File: config.mk
export PLATFORM = sky130hd
export DESIGN_NAME = ysyx_22040759_axi_rd_master
export DESIGN_NICKNAME = d
export VERILOG_FILES = /design/src/rtl/ysyx_22040759_axi_rd_master_pkg.sv /design/src/rtl/ysyx_22040759_rd_align.sv /design/src/rtl/ysyx_22040759_axi_rd_master.sv
export SDC_FILE = /design/constraint.sdc
export NUM_CORES = 1
export LEC_CHECK = 0
export CAP_MARGIN = 20
export CORE_ASPECT_RATIO = 0.9
export CORE_MARGIN = 2
export CORE_UTILIZATION = 42
export CTS_CLUSTER_SIZE = 25
export DETAILED_ROUTE_END_ITERATION = 12
export GPL_TIMING_DRIVEN = 0
export PLACE_DENSITY_LB_ADDON = 0.15
export SLEW_MARGIN = 15
export SYNTH_ARGS = -nofsm -noshare
export SYNTH_HDL_FRONTEND = slang
export SYNTH_SLANG_ARGS = --single-unit
File: constraint.sdc
create_clock -name clk -period 4.3 [get_ports clk]
set_input_delay 0.43 -clock clk [delete_from_list [all_inputs] [get_ports clk]]
set_output_delay 0.43 -clock clk [all_outputs]
set_load 0.05 [all_outputs]
File: src/rtl/ysyx_22040759_axi_rd_master_pkg.sv
// Shared definitions for the AXI read master: size encodings, AXI constants and FSM states.
// Plays the role of the ysyx_22040759_define file for this slice.
package ysyx_22040759_axi_rd_master_pkg;

  localparam logic [1:0] SIZE_B = 2'b00;
  localparam logic [1:0] SIZE_H = 2'b01;
  localparam logic [1:0] SIZE_W = 2'b10;
  localparam logic [1:0] SIZE_D = 2'b11;

  localparam logic [1:0] BURST_INCR = 2'b01;
  localparam logic [1:0] RESP_OKAY  = 2'b00;

  typedef enum logic [3:0] {
    ST_IDLE = 4'b0001,
    ST_AR   = 4'b0010,
    ST_R    = 4'b0100,
    ST_RESP = 4'b1000
  } rd_state_e;

endpackage

File: src/rtl/ysyx_22040759_rd_align.sv
// Combinational beat extractor: shifts the requested bytes down to bit 0 and
// zero-extends them to 64 bits according to the access size.
module ysyx_22040759_rd_align
  import ysyx_22040759_axi_rd_master_pkg::*;
(
  input  logic [63:0] data,
  input  logic [2:0]  offset,
  input  logic [1:0]  size,
  output logic [63:0] aligned
);

  logic [63:0] shifted;

  always_comb begin
    shifted = data >> {offset, 3'b000};
    aligned = '0;
    case (size)
      SIZE_B:  aligned = {56'd0, shifted[7:0]};
      SIZE_H:  aligned = {48'd0, shifted[15:0]};
      SIZE_W:  aligned = {32'd0, shifted[31:0]};
      default: aligned = shifted;
    endcase
  end

endmodule

File: src/rtl/ysyx_22040759_axi_rd_master.sv
// Single-outstanding AXI4 read master: one core request becomes one AR + one R beat.
// Define YSYX_22040759_RD_ALIGN_EN to return byte-aligned, size-masked data instead of the raw beat.
module ysyx_22040759_axi_rd_master
  import ysyx_22040759_axi_rd_master_pkg::*;
#(
  parameter int          AXI_ID_W = 4,
  parameter int unsigned AXI_ID   = 0
) (
  input  logic                clk,
  input  logic                rst,
  input  logic                rd_addr_valid_i,
  input  logic [63:0]         rd_addr_i,
  input  logic [1:0]          rd_size_i,
  output logic                rd_data_valid_o,
  output logic [63:0]         rd_data_o,
  output logic                rd_err_o,
  output logic                axi_ar_valid_o,
  input  logic                axi_ar_ready_i,
  output logic [63:0]         axi_ar_addr_o,
  output logic [AXI_ID_W-1:0] axi_ar_id_o,
  output logic [7:0]          axi_ar_len_o,
  output logic [2:0]          axi_ar_size_o,
  output logic [1:0]          axi_ar_burst_o,
  input  logic                axi_r_valid_i,
  output logic                axi_r_ready_o,
  input  logic [63:0]         axi_r_data_i,
  input  logic [1:0]          axi_r_resp_i,
  input  logic                axi_r_last_i,
  input  logic [AXI_ID_W-1:0] axi_r_id_i
);

  rd_state_e   state_q, state_d;
  logic [63:0] addr_q;
  logic [1:0]  size_q;
  logic [63:0] rd_data_q;
  logic        rd_err_q;
  logic [63:0] beat;

  // Single beat, single ID outstanding: RLAST and RID carry no information here.
  logic unused_r_sideband;
  assign unused_r_sideband = ^{axi_r_last_i, axi_r_id_i};

`ifdef YSYX_22040759_RD_ALIGN_EN
  ysyx_22040759_rd_align u_rd_align (
    .data    (axi_r_data_i),
    .offset  (addr_q[2:0]),
    .size    (size_q),
    .aligned (beat)
  );
`else
  assign beat = axi_r_data_i;
`endif

  always_comb begin
    state_d         = state_q;
    axi_ar_valid_o  = 1'b0;
    axi_r_ready_o   = 1'b0;
    rd_data_valid_o = 1'b0;
    case (state_q)
      ST_IDLE: if (rd_addr_valid_i) state_d = ST_AR;
      ST_AR: begin
        axi_ar_valid_o = 1'b1;
        if (axi_ar_ready_i) state_d = ST_R;
      end
      ST_R: begin
        axi_r_ready_o = 1'b1;
        if (axi_r_valid_i) state_d = ST_RESP;
      end
      ST_RESP: begin
        rd_data_valid_o = 1'b1;
        state_d         = ST_IDLE;
      end
      default: state_d = ST_IDLE;
    endcase
  end

  // Request fields latch only on acceptance, so the AR payload cannot move while AR is pending.
  always_ff @(posedge clk) begin
    if (rst) begin
      state_q   <= ST_IDLE;
      addr_q    <= '0;
      size_q    <= '0;
      rd_data_q <= '0;
      rd_err_q  <= 1'b0;
    end else begin
      state_q <= state_d;
      if (state_q == ST_IDLE && rd_addr_valid_i) begin
        addr_q <= rd_addr_i;
        size_q <= rd_size_i;
      end
      if (state_q == ST_R && axi_r_valid_i) begin
        rd_data_q <= beat;
        rd_err_q  <= (axi_r_resp_i != RESP_OKAY);
      end
    end
  end

  assign rd_data_o      = rd_data_q;
  assign rd_err_o       = rd_err_q;
  assign axi_ar_addr_o  = addr_q;
  assign axi_ar_size_o  = {1'b0, size_q};
  assign axi_ar_len_o   = 8'd0;
  assign axi_ar_burst_o = BURST_INCR;
  assign axi_ar_id_o    = AXI_ID_W'(AXI_ID);

endmodule

==> Word level (Yosys, flattened, before mapping) <==
Cells that the tools add are included.
{ "classes": {"addsub": 0, "multipliers": 0, "div": 0, "n_lt_le_gt_ge": 0, "eq_ne": 7, "n_shift": 0, "mux": 7, "bitwise_logic": 0, "n_reduce_logical": 4} }
{ "op_table": {"columns": ["op", "count"], "rows": [
  ["2-to-1 mux 4 bit", 3],
  ["case mux 4 bit (3 select lines)", 1],
  ["!= test 2 bit (second input constant)", 3],
  ["equality test 4 x 1 -> 1 bit (second input constant)", 1],
  ["equality test 4 x 2 -> 1 bit (second input constant)", 1],
  ["equality test 4 x 3 -> 1 bit (second input constant)", 1],
  ["equality test 4 bit (second input constant)", 1],
  ["2-to-1 mux 1 bit", 3],
  ["AND reduction 3 bit", 1],
  ["logical AND 1 bit", 2],
  ["nonzero test 2 bit", 1]
]} }
{ "totals": {"reg_bits": 135, "latchBits": 0, "ram_bits": 0, "romBits": 0, "word_cells": 23, "mem_count": 0} }

==> Logic depth before layout (Yosys ltp) <==
{ "depth": {"ltp_word": 3, "depth_mapped": 7, "ltp_nobuf": 4} }

==> Worst setup path after synthesis <==
No wires, ideal clock.
{ "synth_path": {"path_type": "reg-to-output", "startpoint": "register state_q[1]", "endpoint": "output port rd_data_valid_o", "t_arrival_ps": 2043, "path_slack_ps": 1827, "path_stages_with_launch": 3, "path_buffers": 1, "cell_sequence": "dfxtp_1 buf_2 nor4b_1"} }
{ "synth_between": {"elab_chain_len": 2} }
{ "synth_rtl": {"columns": ["element", "line_no", "text"], "rows": [
  ["start, declared", "ysyx_22040759_axi_rd_master.sv:32", "rd_state_e state_q, state_d;"],
  ["start signal, assigned", "ysyx_22040759_axi_rd_master.sv:86", "state_q <= state_d;"],
  ["equality test 4 bit", "ysyx_22040759_axi_rd_master.sv:59", "case (state_q)"],
  ["2-to-1 mux 1 bit", "ysyx_22040759_axi_rd_master.sv:59", null],
  ["end, declared", "ysyx_22040759_axi_rd_master.sv:14", "output logic rd_data_valid_o,"]
]} }
Every way passes these cells.

==> Worst setup path after layout <==
{ "layout_path": {"startpoint": "register state_q[2]", "endpoint": "output port axi_r_ready_o"} }
{ "layout_between": {"elab_chain_len": 2} }
{ "layout_rtl": {"columns": ["element", "line_no", "text"], "rows": [
  ["equality test 4 x 3 -> 1 bit", "ysyx_22040759_axi_rd_master.sv:59", null],
  ["2-to-1 mux 1 bit", "ysyx_22040759_axi_rd_master.sv:59", null],
  ["end, declared", "ysyx_22040759_axi_rd_master.sv:25", "output logic axi_r_ready_o,"]
]} }
Every way passes these cells.

==> flow_metrics.py <==
metrics = {
    "run_status": {
        "status": "finished clean",
    },
    "grt": {
        "grtUsageTotal_pct": 26.2,
        "grt_overflow_total": 0,
        "grtUsageMet3_pct": 9.31,
        "grt-busiest-layer": "met2",
        "grt_antenna_before_repair": 0,
        "grt_pass1_vias": 5679,
        "grt_max_degree": 17,
        "grt_pass1_wl_mm": 27.6,
        "met2_usage_pct": 46.4,
        "met1_usage_pct": 28.9,
    },
    "detailed_routing": {
        "route.detailed.drc": 0,
        "vias_per_cell": 5.39,
        "drt_wl_total_mm": 18.2,
        "dr.pass1.iters": 5,
        "drtAntennaViolNets": 0,
        "drtIter0Drc": 351,
        "routedWlPerCell_um": 16.4,
        "num_vias": 5990,
    },
    "cts": {
        "cts_made_buffers": 17,
        "ctsLongestPathBuffers": 2,
        "insertion_delay_ps": 410,
        "post_cts_buffers": 0,
        "ctsHoldBuffers": 0,
        "clk_pin_slew_ps": 50,
        "cts.sinks": 135,
        "cts-resized-gates": 0,
        "root_buffer": "clkbuf_16",
        "tritoncts": "done",
        "h-tree-depth": 4,
    },
    "setup_path": {
        "crit_fanout": 10,
        "cp_data_required_time_ps": 3870,
        "reg2reg_from": "state_q[2]",
        "end_kind": "output pin",
        "reg2regPathDepth": 5,
        "startpoint_type": "flop",
        "r2r_end": "axi_ar_addr_o[28]",
        "path_class": "reg -> out",
        "reg2reg_slack_ps": 2430,
        "arrival_ps": 2620,
    },
    "yosys": {
        "synth_warnings": 0,
        "yosys.area.top_type": "dfxtp_1",
        "synth-seq-area-share_pct": 51.2,
        "netlist_area_mm2": 0.00527,
        "ys_types": 30,
        "synthCells": 641,
        "ys_ff_latch": 135,
        "ys_top_cells_by_area": "dfxtp_1, a21oi_1, nand3_1, o21ai_0, clkbuf_1",
        "synth.top_cell.area_share_pct": 51.2,
        "syn_area_per_cell_um2": 8.23,
    },
    "floorplanning": {
        "core_mm2": 0.0122,
        "rows": 38,
        "pin_count": 291,
        "die_x_um": 122,
        "dieArea_mm2": 0.0135,
        "die_y_um": 110,
        "initial_utilization_pct": 43.3,
    },
    "timing": {
        "max_slew_margin_pct": 60.5,
        "fin_crit_ps": 3050,
        "min_period_over_period_pct": 71.0,
        "skew_ps": 8.93,
        "tightest_slew_ps": 593,
        "fmax_mhz": 327,
        "rsz0062_at_grt": "no",
        "finalSetupTns_ps": 0,
        "drv_slew": 0,
        "setup_viol_count_final": 0,
        "hold_violations": 0,
    },
    "place": {
        "dpl.cell_count": 1083,
        "io_buffer_count": 269,
        "place_area_mm2": 0.00822,
        "hpwlAfterDp_mm": 13.6,
        "gp_congestion": 0.805,
    },
    "cells_and_area": {
        "final_nets": 1084,
        "layout_commonest_cell": "clkdlybuf4s50_1",
        "layout-drive-gt1-share_pct": 6.62,
        "diodes": 0,
        "most-common-layout-cells": "clkdlybuf4s50_1, dfxtp_1, a21oi_1",
        "final_area_mm2": 0.00874,
        "synthToLayoutAreaGrowth_pct": 65.7,
        "fin_cells": 1112,
    },
    "power_and_ir_drop": {
        "power_leakage_nw": 3.04,
        "power_mw": 3.16,
        "power.density_mw_per_mm2": 362,
        "worst_ir_drop_vdd_mv": 0.298,
    },
    "worst_hold_path": {
        "hold_depth": 2,
        "hold_path_end": "rd_data_o[37]",
        "worstHoldStart": "rd_data_o[37]",
        "hold_path.class": "reg -> reg",
    },
    "job": {
        "cap_violations": 0,
    },
}
metrics by stage:
stage	worst slack, ps	utilization (%)	hold slack [ps]
2_1_floorplan	1830	-	495
3_3_place_gp	1720	67.5	460
3_5_place_dp	1690	67.5	467
4_1_cts	1240	71.8	474
5_1_grt	1120	71.8	486
6_report	1250	71.8	472
cell type report:
cell class                      count  area (um^2)
Tap cell                          160          200
Clock inverter                      4         20.0
Fill cell                         954         3430
Inverter                            3         11.3
Clock buffer                       25          505
Sequential cell                   135         2700
Timing Repair Buffer              269         2690
Multi-Input combinational cell    428         2170
Buffer                             88          442
sequential cells by signal (all words and copies together), names as in the netlist:
signal         count
size_q             2
rd_err_o           1
axi_ar_addr_o     64
state_q            4
rd_data_o         64
worst max-delay path, stage by stage (launching register included):
cell	delay, ps
dfxtp_1	460
or4b_4	520
inv_2	140
buf_2	250
clkdlybuf4s50_1	840
worst max-delay path by stage:
stage	startpoint	end	slack, ps	depth (start not counted)
finish	state_q[2]	axi_r_ready_o	1250	4
CTS	state_q[2]	axi_r_ready_o	1240	4
floorplan	state_q[1]	rd_data_valid_o	1830	2
global placement	state_q[2]	axi_r_ready_o	1720	4
detailed placement	state_q[2]	axi_r_ready_o	1690	4
global route	state_q[2]	axi_r_ready_o	1120	4
synth_stat cells, drive strengths merged:
| library cell | number |
|---|---|
| buf | 31 |
| nand3 | 130 |
| nor4 | 1 |
| clkbuf | 57 |
| a311oi | 1 |
| or2 | 1 |
| nand2 | 1 |
| o21ai | 132 |
| conb | 2 |
| nor2b | 1 |
| dfxtp | 135 |
| and3b | 1 |
| nor3b | 3 |
| and3 | 1 |
| a221oi | 1 |
| nor2 | 4 |
| or4b | 1 |
| a21oi | 131 |
| a31oi | 1 |
| nand3b | 1 |
| o311ai | 1 |
| nor4b | 1 |
| inv | 3 |
routing by layer:
layer,share of wire [%],up-vias,wire length [um]
met5,0,-,0
met4,2.3,0,423
met3,9.9,33,1800
met2,50,283,9030
met1,38,2814,6960
li1,-,2860,-
where the power goes:
group	leakage, nW	switching (mW)	internal (mW)	total (mW)
Combinational	1.68	0.330	0.230	0.560
Clock	0.265	0.487	0.799	1.29
Sequential	1.10	0.0226	1.30	1.32
cells by family after synthesis:
group                  synth area share [%]
buffers and inverters                  8.59
AOI/OAI and AO/OA                      25.7
DFF                                    51.2
other                                 0.142
and+or+nand+nor                        14.3
Note: power is estimated with default switching activity, not from simulation.
